==> config.mk <==
export PLATFORM = sky130hd
export DESIGN_NAME = regfile_write_queue
export DESIGN_NICKNAME = d
export VERILOG_FILES = /design/src/rtl/regfile_write_queue.sv
export SDC_FILE = /design/constraint.sdc
export NUM_CORES = 1
export LEC_CHECK = 0
export BUFFER_PORTS_ARGS = -buffer_cell sky130_fd_sc_hd__buf_4
export CORE_MARGIN = 1.5
export CORE_UTILIZATION = 50
export DETAILED_ROUTE_END_ITERATION = 7
export PLACE_DENSITY = 0.67
export SLEW_MARGIN = 10
export SYNTH_ARGS = -nofsm -noshare
export SYNTH_HDL_FRONTEND = slang
export SYNTH_SLANG_ARGS = --single-unit
==> constraint.sdc <==
create_clock -name clk -period 3.2 [get_ports clk]
set_clock_uncertainty 0.2 [all_clocks]
set_input_delay 0.48 -clock clk [delete_from_list [all_inputs] [get_ports clk]]
set_output_delay 0.48 -clock clk [all_outputs]
set_load 0.01 [all_outputs]
==> src/rtl/regfile_write_queue.sv <==
// Writeback queue in front of the 32-entry register file: buffers requests, drains one per
// cycle as a registered one-hot write enable plus data, and forwards still-pending values.
module regfile_write_queue #(
  parameter int DEPTH = 4,
  parameter int WIDTH = 32,
  parameter int NREG  = 32
) (
  input  logic                       clk,
  input  logic                       clr,
  input  logic                       in_valid,
  output logic                       in_ready,
  input  logic [4:0]                 in_addr,
  input  logic [WIDTH-1:0]           in_data,
  input  logic                       wb_stall,
  output logic [NREG-1:0]            w_en,
  output logic [WIDTH-1:0]           w_data,
  input  logic [4:0]                 fwd_addr,
  output logic                       fwd_hit,
  output logic [WIDTH-1:0]           fwd_data,
  output logic [$clog2(DEPTH):0]     count,
  output logic                       empty,
  output logic                       full
);

  localparam int PW = $clog2(DEPTH);
  localparam int CW = PW + 1;

  logic [4:0]       addr_q [DEPTH];
  logic [WIDTH-1:0] data_q [DEPTH];

  logic [PW-1:0]    wr_ptr_q, wr_ptr_d;
  logic [PW-1:0]    rd_ptr_q, rd_ptr_d;
  logic [CW-1:0]    count_q, count_d;
  logic [NREG-1:0]  w_en_q, w_en_d;
  logic [WIDTH-1:0] w_data_q, w_data_d;

  logic             push;
  logic             store;
  logic             pop;
  logic [PW-1:0]    fwd_idx;
  logic             fwd_match;
  logic             out_match;

  assign full     = (count_q == CW'(DEPTH));
  assign empty    = (count_q == {CW{1'b0}});
  assign in_ready = !full && !clr;
  assign count    = count_q;
  assign w_en     = w_en_q;
  assign w_data   = w_data_q;

  // Handshake decode and next-state for pointers, occupancy and the output stage.
  always_comb begin
    push     = in_valid && in_ready;
    store    = push && (in_addr != 5'd0);
    pop      = !empty && !wb_stall;
    wr_ptr_d = wr_ptr_q;
    rd_ptr_d = rd_ptr_q;
    count_d  = count_q;
    w_en_d   = {NREG{1'b0}};
    w_data_d = w_data_q;
    if (clr) begin
      wr_ptr_d = {PW{1'b0}};
      rd_ptr_d = {PW{1'b0}};
      count_d  = {CW{1'b0}};
      w_data_d = {WIDTH{1'b0}};
    end else begin
      wr_ptr_d = store ? (wr_ptr_q + PW'(1)) : wr_ptr_q;
      rd_ptr_d = pop ? (rd_ptr_q + PW'(1)) : rd_ptr_q;
      w_en_d   = pop ? ({{(NREG-1){1'b0}}, 1'b1} << addr_q[rd_ptr_q]) : {NREG{1'b0}};
      w_data_d = pop ? data_q[rd_ptr_q] : w_data_q;
      case ({store, pop})
        2'b10:   count_d = count_q + CW'(1);
        2'b01:   count_d = count_q - CW'(1);
        default: count_d = count_q;
      endcase
    end
  end

  // Control and output-stage registers.
  always_ff @(posedge clk) begin
    wr_ptr_q <= wr_ptr_d;
    rd_ptr_q <= rd_ptr_d;
    count_q  <= count_d;
    w_en_q   <= w_en_d;
    w_data_q <= w_data_d;
  end

  // Entry storage; clr only needs to reset the pointers, so the payload is not cleared.
  always_ff @(posedge clk) begin
    if (!clr && store) begin
      addr_q[wr_ptr_q] <= in_addr;
      data_q[wr_ptr_q] <= in_data;
    end
  end

  // Forwarding: output stage is oldest, then queue entries oldest to newest, so later matches win.
  always_comb begin
    out_match = (fwd_addr != 5'd0) && w_en_q[fwd_addr];
    fwd_hit   = out_match;
    fwd_data  = out_match ? w_data_q : {WIDTH{1'b0}};
    fwd_idx   = rd_ptr_q;
    fwd_match = 1'b0;
    for (int i = 0; i < DEPTH; i++) begin
      fwd_idx   = rd_ptr_q + PW'(i);
      fwd_match = (fwd_addr != 5'd0) && (CW'(i) < count_q) && (addr_q[fwd_idx] == fwd_addr);
      fwd_hit   = fwd_hit | fwd_match;
      fwd_data  = fwd_match ? data_q[fwd_idx] : fwd_data;
    end
  end

endmodule

======== Word level (Yosys, flattened, before mapping) ========
Memory sizes are Yosys's and may differ from the RTL's. A register that Yosys moved wholly into a read port is not among the register bits.
Index checks and enable logic that the tools add are counted.
operators by class
  $add $sub $neg .......................... 6
  $lt $le $gt $ge ......................... 5
  equal/unequal tests ..................... 7
  shifts and indexed selects .............. 1
  muxes and demuxes ....................... 14
  bitwise operators ....................... 5
  reductions and logical operators ........ 23
operators with widths
  cell                  count
  $mux 32               5
  $shl 1x5->32 const A  1
  $eq 5x5->1            4
  $logic_and 1x1->1     14
  $reduce_bool 5->1     2
  $mux 2                4
  $lt 1x3->1 const A    2
  $lt 2x3->1 const A    2
  $lt 5x6->1 const B    1
  $pmux 3 s2            1
  $bmux 1 s5            1
  $add 2x1->2 const B   2
  $add 2x2->2 const B   2
  $logic_not 1->1       4
  $or 1x1->1            4
  $add 3x1->3 const B   1
  $eq 3x3->1 const B    1
  $logic_not 3->1       1
  $mux 1                3
  $sub 3x1->3 const B   1
  $eq 2x1->1 const B    1
  $eq 2x2->1 const B    1
  $reduce_bool 2->1     1
  $reduce_or 2->1       1
  $not 1->1             1
word-level totals
  bits in registers ....................... 71
  RAM bits ................................ 148
  input port bits ......................... 46
  output and inout bits ................... 103
  logic and storage cells ................. 68
  memories kept ........................... 2
memories
  name    words  bits a word  rd ports  clocked after Yosys merged registers in  write ports  line  RTL
  data_q  4      32           4         1                                        1            29    logic [WIDTH-1:0] data_q [DEPTH];
  addr_q  4      5            4         1                                        1            28    logic [4:0] addr_q [DEPTH];

======== Longest topological paths before layout ========
  word-level depth ........................ 8
  mapped depth ............................ 11
  mapped depth without buffers ............ 11

======== Worst setup path before layout ========
OpenSTA, ideal clock, no wires.
  kind .................................... reg2reg
  start point ............................. register count_q[0] (netlist: count[0])
  end point ............................... memory addr_q[1][0], enable pin
  setup time .............................. 0.398 ns
  data arrival time ....................... 2.550 ns
  data required time ...................... 2.602 ns
  path slack .............................. 0.052 ns
  stages on the path, launching flop included .. 8
  buffers on the path ..................... 0
  cells stage by stage .................... dfxtp_1 -> inv_1 -> ha_1 -> and2_1 -> nor2_1 -> nand2_1 -> a21oi_1 -> and2_1
on the way
  cells in the longest elaborated chain, start to end .. 8
RTL lines
  element                       line  RTL
  from (decl)                   33    logic [CW-1:0] count_q, count_d;
  from (signal assigned)        83    count_q <= count_d;
  $eq 3x3->1                    44    assign full = (count_q == CW'(DEPTH));
  via full                      22    output logic full
  $logic_not 1->1               46    assign in_ready = !full && !clr;
  $logic_and 1x1->1             46
  via in_ready                  11    output logic in_ready,
  $logic_and 1x1->1             53    push = in_valid && in_ready;
  $logic_and 1x1->1             54    store = push && (in_addr != 5'd0);
  $logic_and 1x1->1             90    if (!clr && store) begin
  $mux 1                        90
  $mux 1 (not written as such)  91    addr_q[wr_ptr_q] <= in_addr;
  to (decl)                     28
The timed path passes the listed nets, and every way through them passes these cells.

==> summary.md <==
| Metric | Value |
|---|---|
| Outcome | finished, violations left |
| Failing checks | negative setup slack |
| Largest family of logic cells by synthesized area | multiplexers |
| Final #Nets | around 1300 |
| Core ar. | 24500 µm² |
| Post-Syn Nets | between 1000 and 1500 |
| Clock share of power | 0.280 |
| Vias post-DR | roughly 9900 |
| Fin crit period | roughly 3.9 ns |
| Async SR Flop Fraction | 0 |
| Total GRT Usage | 0.275 |
| CTS H-tree depth | 1 |
| Synth Area in Simple Gates | 0.119 |
| Crit path launch type | flip-flop |
| Synthesis Warnings | 0 |
| Hold path depth | 4 |
| Top cells by count, synth | 148 x edfxtp_1, 116 x nand2_1, 106 x nor2_1 |
| Vias in the first global route | slightly above 10000 |
| Cell Pwr Density | around 670 nW/µm² |
| Req. time, crit path | roughly 2.5 ns |
| Skew-Pair Late Insertion Delay | ~0.54 ns |
| IO Port Bufs | around 150 |
| Die Wd | approximately 160 µm |
| Synthesized area | approximately 13000 µm² |
| GR Overflow Total | 0 |
| Via/cell ratio | 6.09 |
| Height of the die | about 160 µm |
| Fraction of layout cells with a size suffix above 1 | 0.383 |
| FF-to-FF Start | count[0]$_SDFFE_PP0P_ |
| Worst-Margin Slew | slightly below 0.8 ns |
| TritonCTS clock tree | done |
| Avg WL per Cell | between 20 and 25 µm |
| Final slew viol count | 0 |
| Starting density of the core | 0.515 |
| Top cell type's share of synthesized area | 0.352 |
| Number of enable flip-flop cells after synthesis | between 100 and 150 |
| Synth Instances | 1051 |
| Post-route cell area | approximately 17000 µm² |
| Area growth from synthesis to layout | 31.1% |
| Max VDD drop | 0.566 mV |
| Psw | ~3700 µW |
| Initial antenna violation count | 1 |
| Post-placement cell area | 14800 µm² |
| Crit path capture type | output pin |
| Post-synthesis compound-gate area fraction | 0.0967 |
| Post-Synth XOR/XNOR Area | 0.0167 |
| WHS | roughly 0.18 ns |
| Combinational power share | 0.406 |
| Fin Setup TNS | -19.84 ns |
| Worst Setup EP | fwd_data[28] |
| Final hold violations | 0 |
| Die Area | between 20000 and 30000 µm² |
| Top cell type by total area after synthesis | edfxtp_1 |
| Most common cell in the netlist | edfxtp_1 |
| Setup CP Type | reg2out |
| CTS Buffer Depth | 3 |
| Root Driver | clkbuf_16 |
| Worst min-delay path class | in2reg |
| DRC Markers | 0 |
| Seq pwr share | 0.314 |
| 1st-iter DRT viols | 903 |
| 1st-pass router iterations | 5 |
| Minimum setup slack among reg-to-reg paths | around 0.50 ns |
| Netlist cell types | 54 |
| CTS sink cnt | between 200 and 250 |
| Max Clk Rate | ~260 MHz |
| Period Utilization, post-route | 1.22 |
| Clk slew on worst S/H paths | ~0.07 ns |
| Global-route wire length before repair | around 56000 µm |
| Setup violations, final | 33 |
| Post-route ant nets | 0 |
| Pleak | between 0.006 and 0.007 µW |
| Largest fanout on the critical path | 7 |
| Internal power | approximately 7400 µW |
| Sequential cell area fraction in the yosys report | 0.468 |
| Arrival @ worst endpoint | 3.21 ns |
| Cells taking the most area after synthesis | edfxtp_1 35%, mux4_2 16%, dfxtp_1 12% |
| Sw Ratio | 0.335 |
| Largest net degree at the start of global routing | approximately 130 |
| Adder-cell share of the synthesized area | 0.00892 |
| FP Rows | between 50 and 60 |
| Routed WL | about 36000 µm |
| Rel. slew slack | 0.471 |
| Syn avg cell area | 12.0 µm² |
| Register-to-Register Path Depth | 9 |
| CTS Buf Count | 25 |
| Hpwl dp | around 23000 µm |
| Routability cong. | 0.855 |
| Max-cap violations | 0 |
| Final WS setup | -0.692 ns |
| Yosys reg bits | 221 |
| Top_reg_cell synth | edfxtp_1 |
| I/O Pins | between 100 and 150 |
| RSZ-0062 raised after global routing | yes |
| Post-synthesis mux area share | 0.251 |
worst min-delay path by stage:
stage                                start                      to  slack, ns
global route                           clr      w_en[3]$_SDFF_PP0_       0.23
detailed placement  w_data[5]$_SDFFE_PP0P_  w_data[5]$_SDFFE_PP0P_       0.27
floorplan           w_data[0]$_SDFFE_PP0P_  w_data[0]$_SDFFE_PP0P_       0.29
global placement    w_data[5]$_SDFFE_PP0P_  w_data[5]$_SDFFE_PP0P_       0.26
finish                                 clr      w_en[3]$_SDFF_PP0_       0.18
CTS                                    clr      w_en[3]$_SDFF_PP0_       0.17
metal layers:
layer	up-vias	routed length, µm	global-route usage	part of all wire
li1	4490	-	-	-
met1	4958	14800	0.356	0.41
met2	436	18000	0.477	0.50
met3	65	2750	0.0467	0.076
met4	0	718	0.0788	0.020
met5	-	0	0	0
power groups by stage:
| stage | Sequential, µW | Clock [µW] | Combinational (µW) |
|---|---|---|---|
| 2_1_floorplan | 3520 | 0 | 2790 |
| 3_3_place_gp | 3550 | 0 | 4110 |
| 3_5_place_dp | 3550 | 0 | 4160 |
| 4_1_cts | 3500 | 3160 | 4370 |
| 5_1_grt | 3530 | 3260 | 4840 |
| 6_report | 3500 | 3130 | 4520 |
flip-flops by register name, indices dropped and copies added, names as in the netlist, named ones only:
name	count
addr_q	20
count	3
data_q	128
rd_ptr_q	2
w_data	32
w_en	32
wr_ptr_q	2
timing repair:
item,CTS,global route
hold buffers,37,0
gates cloned,0,1
pin swaps,24,19
endpoints found under the setup margin,33,33
hold endpoints to repair,148,0
resized for setup,39,20
buffers inserted,8,6
cell usage in the layout (no fill, tap or decap), types with 9 or more instances in the layout:
cell type	netlist	layout
o31ai_1	27	22
o21ai_0	33	33
nor2_1	106	106
dlygate4sd3_1	0	37
a311oi_2	5	21
xnor2_1	15	13
dfxtp_1	73	69
edfxtp_1	148	148
mux2i_1	77	77
buf_4	6	225
buf_6	8	12
a21oi_1	66	66
mux2_2	33	33
mux4_2	89	90
o31ai_2	6	11
a311oi_1	28	11
nand2_1	116	116
ha_1	9	9
nor3b_1	33	33
buf_12	0	25
clkbuf_16	0	30
inv_1	10	10
and3_1	30	23
metrics by stage:
| step | power, µW | setup WS, ns | util | cells |
|---|---|---|---|---|
| after floorplan | 6310 | 0.0519 | - | 1051 |
| after global placement | 7660 | -0.264 | 0.603 | 1537 |
| after detailed placement | 7710 | -0.355 | 0.603 | 1537 |
| after CTS | 11000 | -0.682 | 0.667 | 1627 |
| after global routing | 11600 | -0.757 | 0.675 | 1635 |
| final | 11200 | -0.692 | 0.675 | 1635 |
logic make-up after synthesis:
| family | Yosys count |
|---|---|
| buf+inv | 101 |
| compound gates | 178 |
| xor+xnor | 24 |
| mux | 200 |
| simple gates | 318 |
| flops | 221 |
| fa+ha+maj | 9 |
area by class of cell:
cell class / count / area [µm²]
fillers: 1804 / 7980
diodes: 1 / 2.50
well taps: 324 / 405
flip-flops and latches: 221 / 5920
clock inverters: 14 / 163
repair buffers: 303 / 2760
inverters: 11 / 41.3
clock buffers: 32 / 761
multi-input cells: 729 / 6500
critical path: stages (launching register included):
cell and delay [ns]:
dfxtp_4 0.38, buf_12 0.11, mux4_2 0.54, xor2_2 0.21, nor4_4 0.31, buf_12 0.18
buf_12 0.12, buf_12 0.12, and3_4 0.18, a311oi_2 0.04, o31ai_1 0.29, buf_4 0.17
Note: power is estimated with default switching activity, not from simulation.
